--- src/rtl/priority_mux_arbiter.sv ---
// Arbitrated front end for a 6-to-1 priority mux chain: picks one requester per cycle and holds
// its word under valid/ready. Define PRIORITY_MUX_ARBITER_RR_EN for round-robin arbitration.
module priority_mux_arbiter #(
  parameter int unsigned WIDTH = 8
) (
  input  logic             clk,
  input  logic             rst_n,
  input  logic [5:0]       req,
  input  logic [WIDTH-1:0] d0,
  input  logic [WIDTH-1:0] d1,
  input  logic [WIDTH-1:0] d2,
  input  logic [WIDTH-1:0] d3,
  input  logic [WIDTH-1:0] d4,
  input  logic [WIDTH-1:0] d5,
  output logic [5:0]       gnt,
  output logic [4:0]       sel,
  output logic [2:0]       gnt_id,
  output logic             out_valid,
  input  logic             out_ready,
  output logic [WIDTH-1:0] d_out
);

  typedef enum logic [0:0] {StEmpty, StFull} state_e;

  state_e           state_q;
  logic [WIDTH-1:0] d_out_q;
  logic [2:0]       gnt_id_q;
  logic [4:0]       sel_q;

  logic             load;
  logic [2:0]       win;
  logic [4:0]       win_sel;
  logic [WIDTH-1:0] win_data;
  logic [WIDTH-1:0] src [6];

  assign src[0] = d0;
  assign src[1] = d1;
  assign src[2] = d2;
  assign src[3] = d3;
  assign src[4] = d4;
  assign src[5] = d5;

  // A stalled output blocks every grant; otherwise any request loads.
  assign load = (|req) && ((state_q == StEmpty) || out_ready);

`ifdef PRIORITY_MUX_ARBITER_RR_EN
  logic [2:0] last_q;

  // Scan downward starting just below the previous winner, wrapping 0 -> 5.
  function automatic logic [2:0] rr_pick(input logic [5:0] r, input logic [2:0] last);
    logic [2:0] w   = '0;
    logic       hit = 1'b0;
    int         idx;
    for (int k = 0; k < 6; k++) begin
      idx = int'(last) + 5 - k;
      if (idx >= 6) idx = idx - 6;
      if (!hit && r[3'(idx)]) begin
        w   = 3'(idx);
        hit = 1'b1;
      end
    end
    return w;
  endfunction

  assign win = rr_pick(req, last_q);
`else
  function automatic logic [2:0] fixed_pick(input logic [5:0] r);
    logic [2:0] w = '0;
    for (int i = 0; i < 6; i++) begin
      if (r[i]) w = 3'(i);
    end
    return w;
  endfunction

  assign win = fixed_pick(req);
`endif

  always_comb begin
    win_sel = '0;
    for (int k = 1; k < 6; k++) begin
      if (win == 3'(k)) win_sel[3'(k - 1)] = 1'b1;
    end
  end

  // Same precedence as the external chain, so the captured word matches it for this sel.
  always_comb begin
    win_data = src[0];
    for (int i = 0; i < 5; i++) begin
      if (win_sel[i]) win_data = src[3'(i + 1)];
    end
  end

  assign gnt = (load && rst_n) ? (6'b000001 << win) : 6'b000000;

  always_ff @(posedge clk or negedge rst_n) begin
    if (!rst_n) begin
      state_q  <= StEmpty;
      d_out_q  <= '0;
      gnt_id_q <= '0;
      sel_q    <= '0;
`ifdef PRIORITY_MUX_ARBITER_RR_EN
      last_q   <= '0;
`endif
    end else if (load) begin
      state_q  <= StFull;
      d_out_q  <= win_data;
      gnt_id_q <= win;
      sel_q    <= win_sel;
`ifdef PRIORITY_MUX_ARBITER_RR_EN
      last_q   <= win;
`endif
    end else if (state_q == StFull && out_ready) begin
      state_q <= StEmpty;
    end
  end

  assign out_valid = (state_q == StFull);
  assign d_out     = d_out_q;
  assign gnt_id    = gnt_id_q;
  assign sel       = sel_q;

  a_gnt_onehot : assert property (@(posedge clk) $onehot0(gnt));
  a_no_gnt_stalled : assert property (@(posedge clk) disable iff (!rst_n)
    (state_q == StFull && !out_ready) |-> (gnt == 6'b000000));

endmodule

--- config.mk ---
export PLATFORM = sky130hd
export DESIGN_NAME = priority_mux_arbiter
export DESIGN_NICKNAME = d
export VERILOG_FILES = /design/src/rtl/priority_mux_arbiter.sv
export SDC_FILE = /design/constraint.sdc
export NUM_CORES = 1
export LEC_CHECK = 0
export BUFFER_PORTS_ARGS = -buffer_cell sky130_fd_sc_hd__buf_2
export CAP_MARGIN = 40
export CORE_MARGIN = 4
export CORE_UTILIZATION = 40
export CTS_BUF_LIST = sky130_fd_sc_hd__clkbuf_4
export CTS_CLUSTER_SIZE = 16
export DETAILED_ROUTE_END_ITERATION = 10
export GPL_TIMING_DRIVEN = 0
export PLACE_DENSITY = 0.95
export SLEW_MARGIN = 20
export SYNTH_ARGS = -nofsm -noshare
export SYNTH_HDL_FRONTEND = slang
export SYNTH_SLANG_ARGS = --single-unit
--- constraint.sdc ---
create_clock -name clk -period 2.5 [get_ports clk]
set_input_delay 0.625 -clock clk [delete_from_list [all_inputs] [get_ports clk]]
set_output_delay 0.625 -clock clk [all_outputs]
set_load 0.02 [all_outputs]
Yosys cells after proc, flatten, opt, wreduce, memory -nomap -nowiden
Index checks and enable logic that the tools add are counted.

Equal/unequal tests: 4. Shifts and indexed selects: 1. Multiplexer cells: 16. Bitwise operators: 1. Reductions and logical operators: 6.

Operator list (count): 8-bit 2-to-1 mux (4); 1-bit 2-to-1 mux (7); 3-bit by 2-bit == test with 1-bit output, second input constant (2); 3-bit 2-to-1 mux (2); 6-bit 2-to-1 mux (1); 6-bit OR reduction (1); 1-bit by 3-bit << shifter with 6-bit output, first input constant (1); 2-bit 2-to-1 mux (2); 3-bit by 1-bit == test with 1-bit output, second input constant (1); 3-bit == test, second input constant (1); 1-bit logical AND (3); 2-bit nonzero test (1); 1-bit logical OR (1); 1-bit inverter (1).

Flip-flop bits (word level): 16. Bits of input ports: 57. Logic and storage cells: 32.

Depth between registers and ports, before layout
Gate-level depths: netlist of the first run.

Depth in word-level cells: 11. Depth in mapped cells: 6. Depth with buffers taken out: 4.

Least setup slack after synthesis of the first run
OpenSTA, ideal clock, no wires.

Path type: input -> output. Start point: in req[0]. End point: out gnt[0]. Data arrival time: 1.539 ns. Required time: 1.875 ns. Slack: 0.336 ns. Stages on the path: 4. Cell sequence: nor2_1 a21oi_2 nand2_1 nor4b_2.

Cells in the longest elaborated chain, start to end: 4.

Ends and longest elaborated chain: start: declaration (line 8) `input logic [5:0] req,`; 6-bit OR reduction (line 44) `assign load = (|req) && ((state_q == StEmpty) || out_ready);`; 1-bit logical AND (line 44); 1-bit logical AND (line 93) `assign gnt = (load && rst_n) ? (6'b000001 << win) : 6'b000000;`; 6-bit 2-to-1 mux (line 93); end: declaration (line 15) `output logic [5:0] gnt,`.

No other way between the ends.

Final worst setup path of the first run
Start point: in req[1]. End point: out gnt[0].

Cells in the longest elaborated chain, start to end: 7.

Ends and longest elaborated chain: 1-bit 2-to-1 mux (line 70) `if (r[i]) w = 3'(i);`; 2-bit 2-to-1 mux (2 in a row) (line 70); 3-bit 2-to-1 mux (2 in a row) (line 70); 1-bit by 3-bit << shifter with 6-bit output (line 93); 6-bit 2-to-1 mux * (line 93).

Every way passes the cells marked *; elsewhere a longest branch is shown, timed or not.

==> results of run 1 <==
-- state kept, by name (all words and copies together) (netlist names) --
name	count
d_out	8
gnt_id	3
out_valid	1
sel	4
-- stage by stage --
| stage | worst slack, ps | area (um^2) | cells | hold slack (ps) | utilization, % |
|---|---|---|---|---|---|
| floorplan | 336.0 | 929.6 | 112 | 329.4 | - |
| global placement | 30.72 | 1275 | 202 | 453.0 | 57.64 |
| detailed placement | 21.34 | 1275 | 202 | 459.0 | 57.64 |
| CTS | 15.32 | 1301 | 206 | 260.9 | 58.82 |
| global route | 2.414 | 1309 | 206 | 264.4 | 59.16 |
| finish | 95.39 | 1309 | 206 | 252.7 | 59.16 |
-- worst max-delay path, stage by stage --
cell and delay (ps):
buf_2 130, nor2_1 110, a21oi_4 300, nand2_1 170
nor4b_2 240, buf_2 200
-- cells in the mapped netlist --
| library cell | number | share of area (%) |
|---|---|---|
| a22o_1 | 1 | 0.94 |
| and2_1 | 1 | 0.67 |
| and3_1 | 2 | 1.3 |
| a21oi_1 | 1 | 0.54 |
| dfrtp_1 | 16 | 43 |
| a21o_1 | 1 | 0.81 |
| a222oi_1 | 8 | 8.6 |
| conb_1 | 1 | 0.40 |
| nor2_1 | 6 | 2.4 |
| o41ai_1 | 1 | 0.94 |
| buf_2 | 1 | 0.54 |
| nand2b_1 | 3 | 2.0 |
| nor2_2 | 1 | 0.67 |
| nand2_1 | 35 | 14 |
| buf_4 | 3 | 2.4 |
| nand3_1 | 1 | 0.54 |
| buf_6 | 1 | 1.2 |
| o21ai_0 | 10 | 5.4 |
| a21oi_2 | 1 | 0.94 |
| clkinv_1 | 1 | 0.40 |
| clkbuf_1 | 1 | 0.40 |
| nor4_4 | 1 | 2.3 |
| nor2b_1 | 1 | 0.67 |
| nor4b_2 | 1 | 1.6 |
| o21ai_1 | 13 | 7.0 |
-- power by group through the flow --
stage,clock network [mW],registers [mW],logic [mW]
5_1_grt,0.152,0.298,0.202
3_3_place_gp,0,0.298,0.182
2_1_floorplan,0,0.330,0.0691
4_1_cts,0.141,0.295,0.184
3_5_place_dp,0,0.300,0.184
6_report,0.137,0.295,0.186
-- layout make-up --
cell class | count | area, um^2 | area share [%]
clock inverter | 1 | 3.754 | 0.2868
buffer | 6 | 42.54 | 3.250
timing repair buffer | 62 | 310.3 | 23.71
multi-input combinational | 89 | 490.5 | 37.48
inverter | 1 | 3.754 | 0.2868
tap | 28 | 35.03 | 2.677
clock buffer | 3 | 22.52 | 1.721
sequential | 16 | 400.4 | 30.59
-- how the worst max path moves through the flow --
stage / startpoint / to / cells past startpoint / slack, ps
after global placement: req[5] / gnt[0] / 6 / 30
after CTS: req[4] / gnt[0] / 6 / 20
after floorplan: req[0] / gnt[0] / 4 / 340
after detailed placement: req[4] / gnt[0] / 6 / 20
after global routing: req[5] / gnt[2] / 6 / 2
final: req[1] / gnt[0] / 6 / 100
-- what timing repair did --
| action | in CTS | in global routing |
|---|---|---|
| hold buffers | 0 | 0 |
| setup endpoints to repair | 0 | 1 |
| hold endpoints to repair | 0 | 0 |
| resized for setup | 0 | 1 |
-- per-layer routing --
metal | routed length (um) | part of all wire [%] | vias up
li1 | - | - | 533
met1 | 1167 | 40 | 514
met2 | 1531 | 53 | 37
met3 | 174 | 6.0 | 2
met4 | 14 | 0.48 | 0
met5 | 0 | 0 | -
-- cell families after synthesis --
logic type	Yosys count	share of synthesized area, %
compound gates	36	25.17
buf+inv	7	4.978
flops	16	43.07
other cells	1	0.4034
simple gates	52	26.38
==> impl_metrics.json, run 1 <==
{
  "status": "finished, final reports clean",
  "yosys.cell_types.count": 25,
  "crit_path_end_kind": "primary output",
  "reg2reg_slack_ps": 1140,
  "ios": 80,
  "fin_crit_sh_pct": 96.18,
  "grt.overflow.total": 0,
  "final-hold-violation-count": 0,
  "clk_path_buf_depth": 2,
  "rows": 17,
  "drt-initial-drc-count": 56,
  "antenna_found_initial": 0,
  "p_seq_share_pct": 47.8,
  "power.internal_mw": 0.4138,
  "rsz0062_at_grt": "no",
  "worstRegToRegCells": 6,
  "clkTransAtPathRegs_ps": 90,
  "setup_tns_ps": 0,
  "cts_inserted_buffers": 3,
  "cts_sinks": 16,
  "p_sw_share_pct": 32.97,
  "yosysWarnings": 0,
  "layout-drive-gt1-share_pct": 41.57,
  "cts_tree": "yes",
  "die_w_um": 56.21,
  "skew_ps": 1.445,
  "slew_headroom_pct": 59.86,
  "use_met3_pct": 5.800,
  "clock.fmax_ghz": 0.4159,
  "critPathMaxFanout": 10,
  "clockPowerShare_pct": 22.1,
  "cp.required_ps": 1880,
  "die_h_um": 56.21,
  "use_met1_pct": 20.71,
  "fin_crit_ps": 2405,
  "viasPerCell": 5.272,
  "core_um2": 2212,
  "synth_nets": 169,
  "cap_violations": 0,
  "synth.avg_cell_area_um2": 8.300,
  "r2r_start": "out_valid",
  "totalPowerFinal_mw": 0.6173,
  "finalWirelength_um": 2888,
  "die_area_um2": 3160,
  "synth_cells": 112,
  "ys_seq_elements": 16,
  "cts-root-buf": "clkbuf_4",
  "cts_setup_buffers": 0,
  "nets": 236,
  "ir_drop_v": 0.0004664,
  "gp_congestion": 0.8441,
  "startpoint_type": "input pin",
  "port_buffers": 62,
  "grtUsageTotal_pct": 17.64,
  "leakage_nw": 0.6847,
  "syn_to_final_growth_pct": 40.78,
  "n_antenna_cell": 0,
  "postRouteAntennaNets": 0,
  "htree_levels": 1,
  "clkLatencyLatePin_ps": 280,
  "powerDensity_nw_per_um2": 471.6,
  "grt_pass1_vias": 991,
  "combPwrFrac_pct": 30.1,
  "final_common_cell": "buf_2",
  "drc": 0,
  "start_util_pct": 42.02,
  "grt_pass1_wl_um": 4409,
  "worst_pin_slew_ps": 598.0,
  "switching_power_mw": 0.2035,
  "synth_area_um2": 929.6,
  "nFillCells": 214,
  "route.vias.total": 1086,
  "setup_viol": 0,
  "slew_violations": 0,
  "yosysSeqAreaShare_pct": 43.07,
  "critPathArrivalTime_ps": 1780,
  "grt.busiest_layer": "met2",
  "final_cell_mix": "63 x buf_2, 35 x nand2_1, 16 x dfrtp_1",
  "hold_path.class": "input pin to asynchronous set/reset pin",
  "grt_max_degree": 20,
  "use_met2_pct": 31.89,
  "crit_type": "input pin to primary output",
  "reg2reg_to": "gnt_id[1]",
  "dp_hpwl_um": 2252,
  "avgRoutedWirePerCell_um": 14.02,
  "first_pass_iters": 4
}
No activity file was read; power rests on OpenSTA's default activity.
==> run 2: changes to the inputs <==
--- a/config.mk
+++ b/config.mk
@@ -10,3 +10,3 @@
 export CORE_MARGIN = 4
-export CORE_UTILIZATION = 40
+export CORE_UTILIZATION = 42
 export CTS_BUF_LIST = sky130_fd_sc_hd__clkbuf_4
--- a/constraint.sdc
+++ b/constraint.sdc
@@ -3,2 +3,2 @@
 set_output_delay 0.625 -clock clk [all_outputs]
-set_load 0.02 [all_outputs]
+set_load 0.01 [all_outputs]
==> impl_metrics.json, run 2 (synthesis gave the netlist of run 1 again) <==
{
  "start_util_pct": 45.98,
  "dp_hpwl_um": 2381,
  "startpoint_type": "input pin",
  "routed-wl-met2_um": 1451,
  "setup_viol": 0,
  "cts_sinks": 16,
  "finalWirelength_um": 2979,
  "grt_pass1_wl_um": 4747,
  "grtUsageTotal_pct": 21.88,
  "antenna_found_initial": 0,
  "worstRegToRegCells": 6,
  "reg2reg_slack_ps": 1140,
  "critPathArrivalTime_ps": 1750,
  "setup_tns_ps": 0,
  "clock.fmax_ghz": 0.4217,
  "fin_crit_ps": 2372,
  "powerDensity_nw_per_um2": 456.8,
  "syn_to_final_growth_pct": 40.24,
  "clkLatencyLatePin_ps": 280,
  "post-route-util_pct": 64.48,
  "slew_headroom_pct": 65.20,
  "cts_hold_buf": 0,
  "cts_resized": 0,
  "ios": 80,
  "route.vias.total": 1129,
  "layout-drive-gt1-share_pct": 41.81,
  "cp.required_ps": 1880,
  "nets": 236,
  "critPathMaxFanout": 10,
  "cap_violations": 0,
  "skew_ps": 3.825,
  "met3WireLength_um": 314,
  "die_area_um2": 3030,
  "r2r_start": "out_valid",
  "htree_levels": 1,
  "hold_path.class": "input pin to asynchronous set/reset pin",
  "worst_pin_slew_ps": 518.5,
  "wl_met1_um": 1099,
  "maxUsedRoutingLayer": "met4",
  "die_h_um": 55.05,
  "slew_violations": 0,
  "port_buffers": 62,
  "rows": 16,
  "rsz0062_at_grt": "no",
  "grt_max_degree": 20,
  "cts-root-buf": "clkbuf_4",
  "drc": 0,
  "clk_path_buf_depth": 2,
  "cts_tree": "yes",
  "final_common_cell": "buf_2",
  "cts_inserted_buffers": 3,
  "largest_reg_flops": 8,
  "fin_crit_sh_pct": 94.86,
  "clkTransAtPathRegs_ps": 90,
  "leakage_nw": 0.6831,
  "crit_type": "input pin to primary output",
  "n_antenna_cell": 0,
  "cts_setup_buffers": 0,
  "die_w_um": 55.05,
  "avgRoutedWirePerCell_um": 14.60,
  "drt-initial-drc-count": 56,
  "first_pass_iters": 6,
  "status": "finished, final reports clean",
  "gp_congestion": 0.8223,
  "core_um2": 2022,
  "final_cell_mix": "63 x buf_2, 35 x nand2_1, 16 x dfrtp_1",
  "nFillCells": 182,
  "postRouteAntennaNets": 0,
  "reg2reg_to": "gnt_id[1]",
  "viasPerCell": 5.534,
  "final-hold-violation-count": 0,
  "grt.overflow.total": 0,
  "grt_pass1_vias": 1050,
  "crit_path_end_kind": "primary output",
  "ir_drop_v": 0.0001981
}
[run 2: cell types whose count changed in the layout (fill, tap and decap cells not counted), sizes merged]
cell	before	now
clkinv	2	1
[run 2: how the worst max path moves through the flow]
stage               startpoint     end  slack, ps  depth (start not counted)
floorplan               req[0]  gnt[0]        490                          4
CTS                     req[4]  gnt[0]         80                          6
global route            req[5]  gnt[2]         10                          6
finish                  req[5]  gnt[2]        130                          6
global placement        req[5]  gnt[0]        100                          6
detailed placement      req[4]  gnt[0]         90                          6
[run 2: final cells by class]
type	instances	area (um^2)	area share (%)
inverter	1	3.754	0.2879
timing repair buffer	62	310.3	23.80
clock buffer	3	22.52	1.727
tap	27	33.78	2.591
multi-input combinational	89	490.5	37.62
buffer	6	42.54	3.263
sequential	16	400.4	30.71
[run 2: per-stage QoR]
step                      hold WS [ps]  area (um^2)  std cells  setup slack [ps]  power [mW]
after floorplan                  329.4        929.6        112             491.9      0.3787
after global placement           445.3         1274        201             96.85      0.4573
after detailed placement         461.7         1274        201             90.91      0.4633
after CTS                        262.4         1296        204             81.32      0.5938
after global routing             278.6         1304        204             13.29      0.6294
final                            248.0         1304        204             128.4      0.5956
[run 2: layer usage]
layer  vias to the layer above  track usage (%)
li1                        535                -
met1                       495            27.57
met2                        86            34.84
met3                        13            4.021
met4                         0            12.55
met5                         -                0
[run 2: power breakdown]
group	total, mW	switching [mW]	internal [mW]
Sequential	0.294	0.0120	0.282
Clock	0.135	0.0792	0.0560
Combinational	0.166	0.0929	0.0731
Total	0.596	0.184	0.412
[run 2: critical path: stages]
cell and delay, ps:
buf_2 150, nor2_2 160, clkbuf_1 380, nand3_1 180
nor2_1 110, buf_2 140
==> run 3: changes to the inputs <==
--- a/config.mk
+++ b/config.mk
@@ -15,3 +15,3 @@
 export GPL_TIMING_DRIVEN = 0
-export PLACE_DENSITY = 0.95
+export PLACE_DENSITY_LB_ADDON = 0.08
 export SLEW_MARGIN = 20
--- a/constraint.sdc
+++ b/constraint.sdc
@@ -3,2 +3,2 @@
 set_output_delay 0.625 -clock clk [all_outputs]
-set_load 0.01 [all_outputs]
+set_load 0.02 [all_outputs]
==> impl_metrics.json, run 3 (synthesis gave the netlist of run 1 again) <==
{
  "status": "finished, final reports clean",
  "layout-drive-gt1-share_pct": 42.13,
  "totalPowerFinal_mw": 0.6179,
  "critPathMaxFanout": 10,
  "rows": 16,
  "critical_path_buf_inv_count": 2,
  "setup_viol": 0,
  "slowest_stage": "a21oi_4",
  "critPathArrivalTime_ps": 1750,
  "avgRoutedWirePerCell_um": 13.76,
  "reg2reg_to": "gnt_id[1]",
  "nets": 236,
  "drt-initial-drc-count": 29,
  "worst_pin_slew_ps": 613.3,
  "die_w_um": 55.05,
  "post-route-util_pct": 64.73,
  "htree_levels": 1,
  "ios": 80,
  "grt_max_degree": 20,
  "clockPowerShare_pct": 22.5,
  "grt_pass1_wl_um": 4140,
  "syn_to_final_growth_pct": 40.78,
  "antenna_found_initial": 0,
  "start_util_pct": 45.98,
  "cts_sinks": 16,
  "final-hold-violation-count": 0,
  "path_depth": 6,
  "switching_power_mw": 0.2040,
  "r2r_start": "out_valid",
  "reg2reg_slack_ps": 1150,
  "dp_hpwl_um": 2144,
  "grt.overflow.total": 0,
  "grt_pass1_vias": 969,
  "largest_reg_flops": 8,
  "fin_crit_sh_pct": 95.07,
  "slew_headroom_pct": 58.84,
  "clkLatencyLatePin_ps": 280,
  "cp-endpoint": "gnt[0]",
  "port_buffers": 62,
  "grtUsageTotal_pct": 19.11,
  "gp_congestion": 0.7111,
  "skew_ps": 2.332,
  "core_um2": 2022,
  "leakage_nw": 0.6879,
  "finalWirelength_um": 2821,
  "cp.required_ps": 1880,
  "first_pass_iters": 4,
  "n_antenna_cell": 0,
  "crit_type": "input pin to primary output",
  "cap_violations": 0,
  "final_common_cell": "buf_2",
  "clock.fmax_ghz": 0.4207,
  "viasPerCell": 5.215,
  "final_cell_mix": "63 x buf_2, 35 x nand2_1, 16 x dfrtp_1",
  "cts_inserted_buffers": 3,
  "combPwrFrac_pct": 30.0,
  "cts-root-buf": "clkbuf_4",
  "fin_crit_ps": 2377,
  "hold_path.class": "input pin to asynchronous set/reset pin",
  "worstPathCellList": "buf_2 > nor2_1 > a21oi_4 > nand2_1 > nor4b_2 > buf_2",
  "p_seq_share_pct": 47.5,
  "route.vias.total": 1069,
  "crit_top_cell": "buf_2",
  "ir_drop_v": 0.0003285,
  "powerDensity_nw_per_um2": 472.1,
  "clk_path_buf_depth": 2,
  "cts_tree": "yes",
  "power.internal_mw": 0.4139,
  "startpoint": "req[1]",
  "drc": 0,
  "worstRegToRegCells": 6,
  "rsz0062_at_grt": "yes",
  "clkTransAtPathRegs_ps": 90,
  "p_sw_share_pct": 33.01,
  "die_area_um2": 3030,
  "whs_ps": 252.6,
  "slew_violations": 0,
  "cp_slowest_stage_delay_ps": 280,
  "postRouteAntennaNets": 0,
  "startpoint_type": "input pin",
  "cts_hold_buf": 0,
  "crit_path_end_kind": "primary output",
  "die_h_um": 55.05,
  "cp_top_family": "simple AND/OR/NAND/NOR gates"
}
[run 3: stage by stage]
stage                     setup TNS (ps)  setup WS, ps  instances  instance area (um^2)
after floorplan                        0         336.0        112                 929.6
after global placement            -10.97        -10.97        201                  1274
after detailed placement               0         8.353        201                  1274
after CTS                              0         3.992        205                  1300
after global routing              -3.103        -3.103        205                  1309
final                                  0         123.2        205                  1309
[run 3: layer usage]
layer / routed length [um] / vias up / GRT usage, %
met2: 1393 / 43 / 36.61
met4: 27 / 0 / 4.858
li1: - / 533 / -
met5: 0 / - / 0
met1: 1156 / 489 / 22.06
met3: 244 / 4 / 2.413
[run 3: layout make-up]
type	instances	area, um^2
clock buffers	3	22.52
fillers	193	713.2
multi-input cells	89	490.5
repair buffers	62	310.3
flip-flops and latches	16	400.4
plain buffers	6	43.79
inverters	1	3.754
well taps	27	33.78
clock inverters	1	3.754
[run 3: power groups by stage]
| stage | Combinational (mW) | Sequential, mW | Clock (mW) |
|---|---|---|---|
| global route | 0.204 | 0.296 | 0.158 |
| finish | 0.185 | 0.293 | 0.139 |
| floorplan | 0.0691 | 0.330 | 0 |
| CTS | 0.186 | 0.293 | 0.143 |
| detailed placement | 0.185 | 0.299 | 0 |
| global placement | 0.182 | 0.298 | 0 |
[run 3: worst min-delay path by stage]
stage / depth (start not counted) / end / slack (ps) / startpoint
6_report: 1 / sel[2] / 250 / rst_n
5_1_grt: 1 / gnt_id[2] / 270 / rst_n
4_1_cts: 1 / d_out[0] / 260 / rst_n
3_5_place_dp: 2 / gnt_id[1] / 460 / gnt_id[1]
3_3_place_gp: 2 / gnt_id[0] / 450 / gnt_id[0]
2_1_floorplan: 0 / d_out[0] / 330 / rst_n
[run 3: timing repair]
item,in CTS,in global routing
gates resized for setup,0,3
endpoints found under the setup margin,0,3
setup buffers,0,0
[run 3: worst register-to-register path, stage by stage, from the launching register on]
cell     delay [ps]
dfrtp_1         370
nor2b_1         310
a21o_1          130
buf_4           160
buf_6           160
nand2_1          60
o41ai_1          60
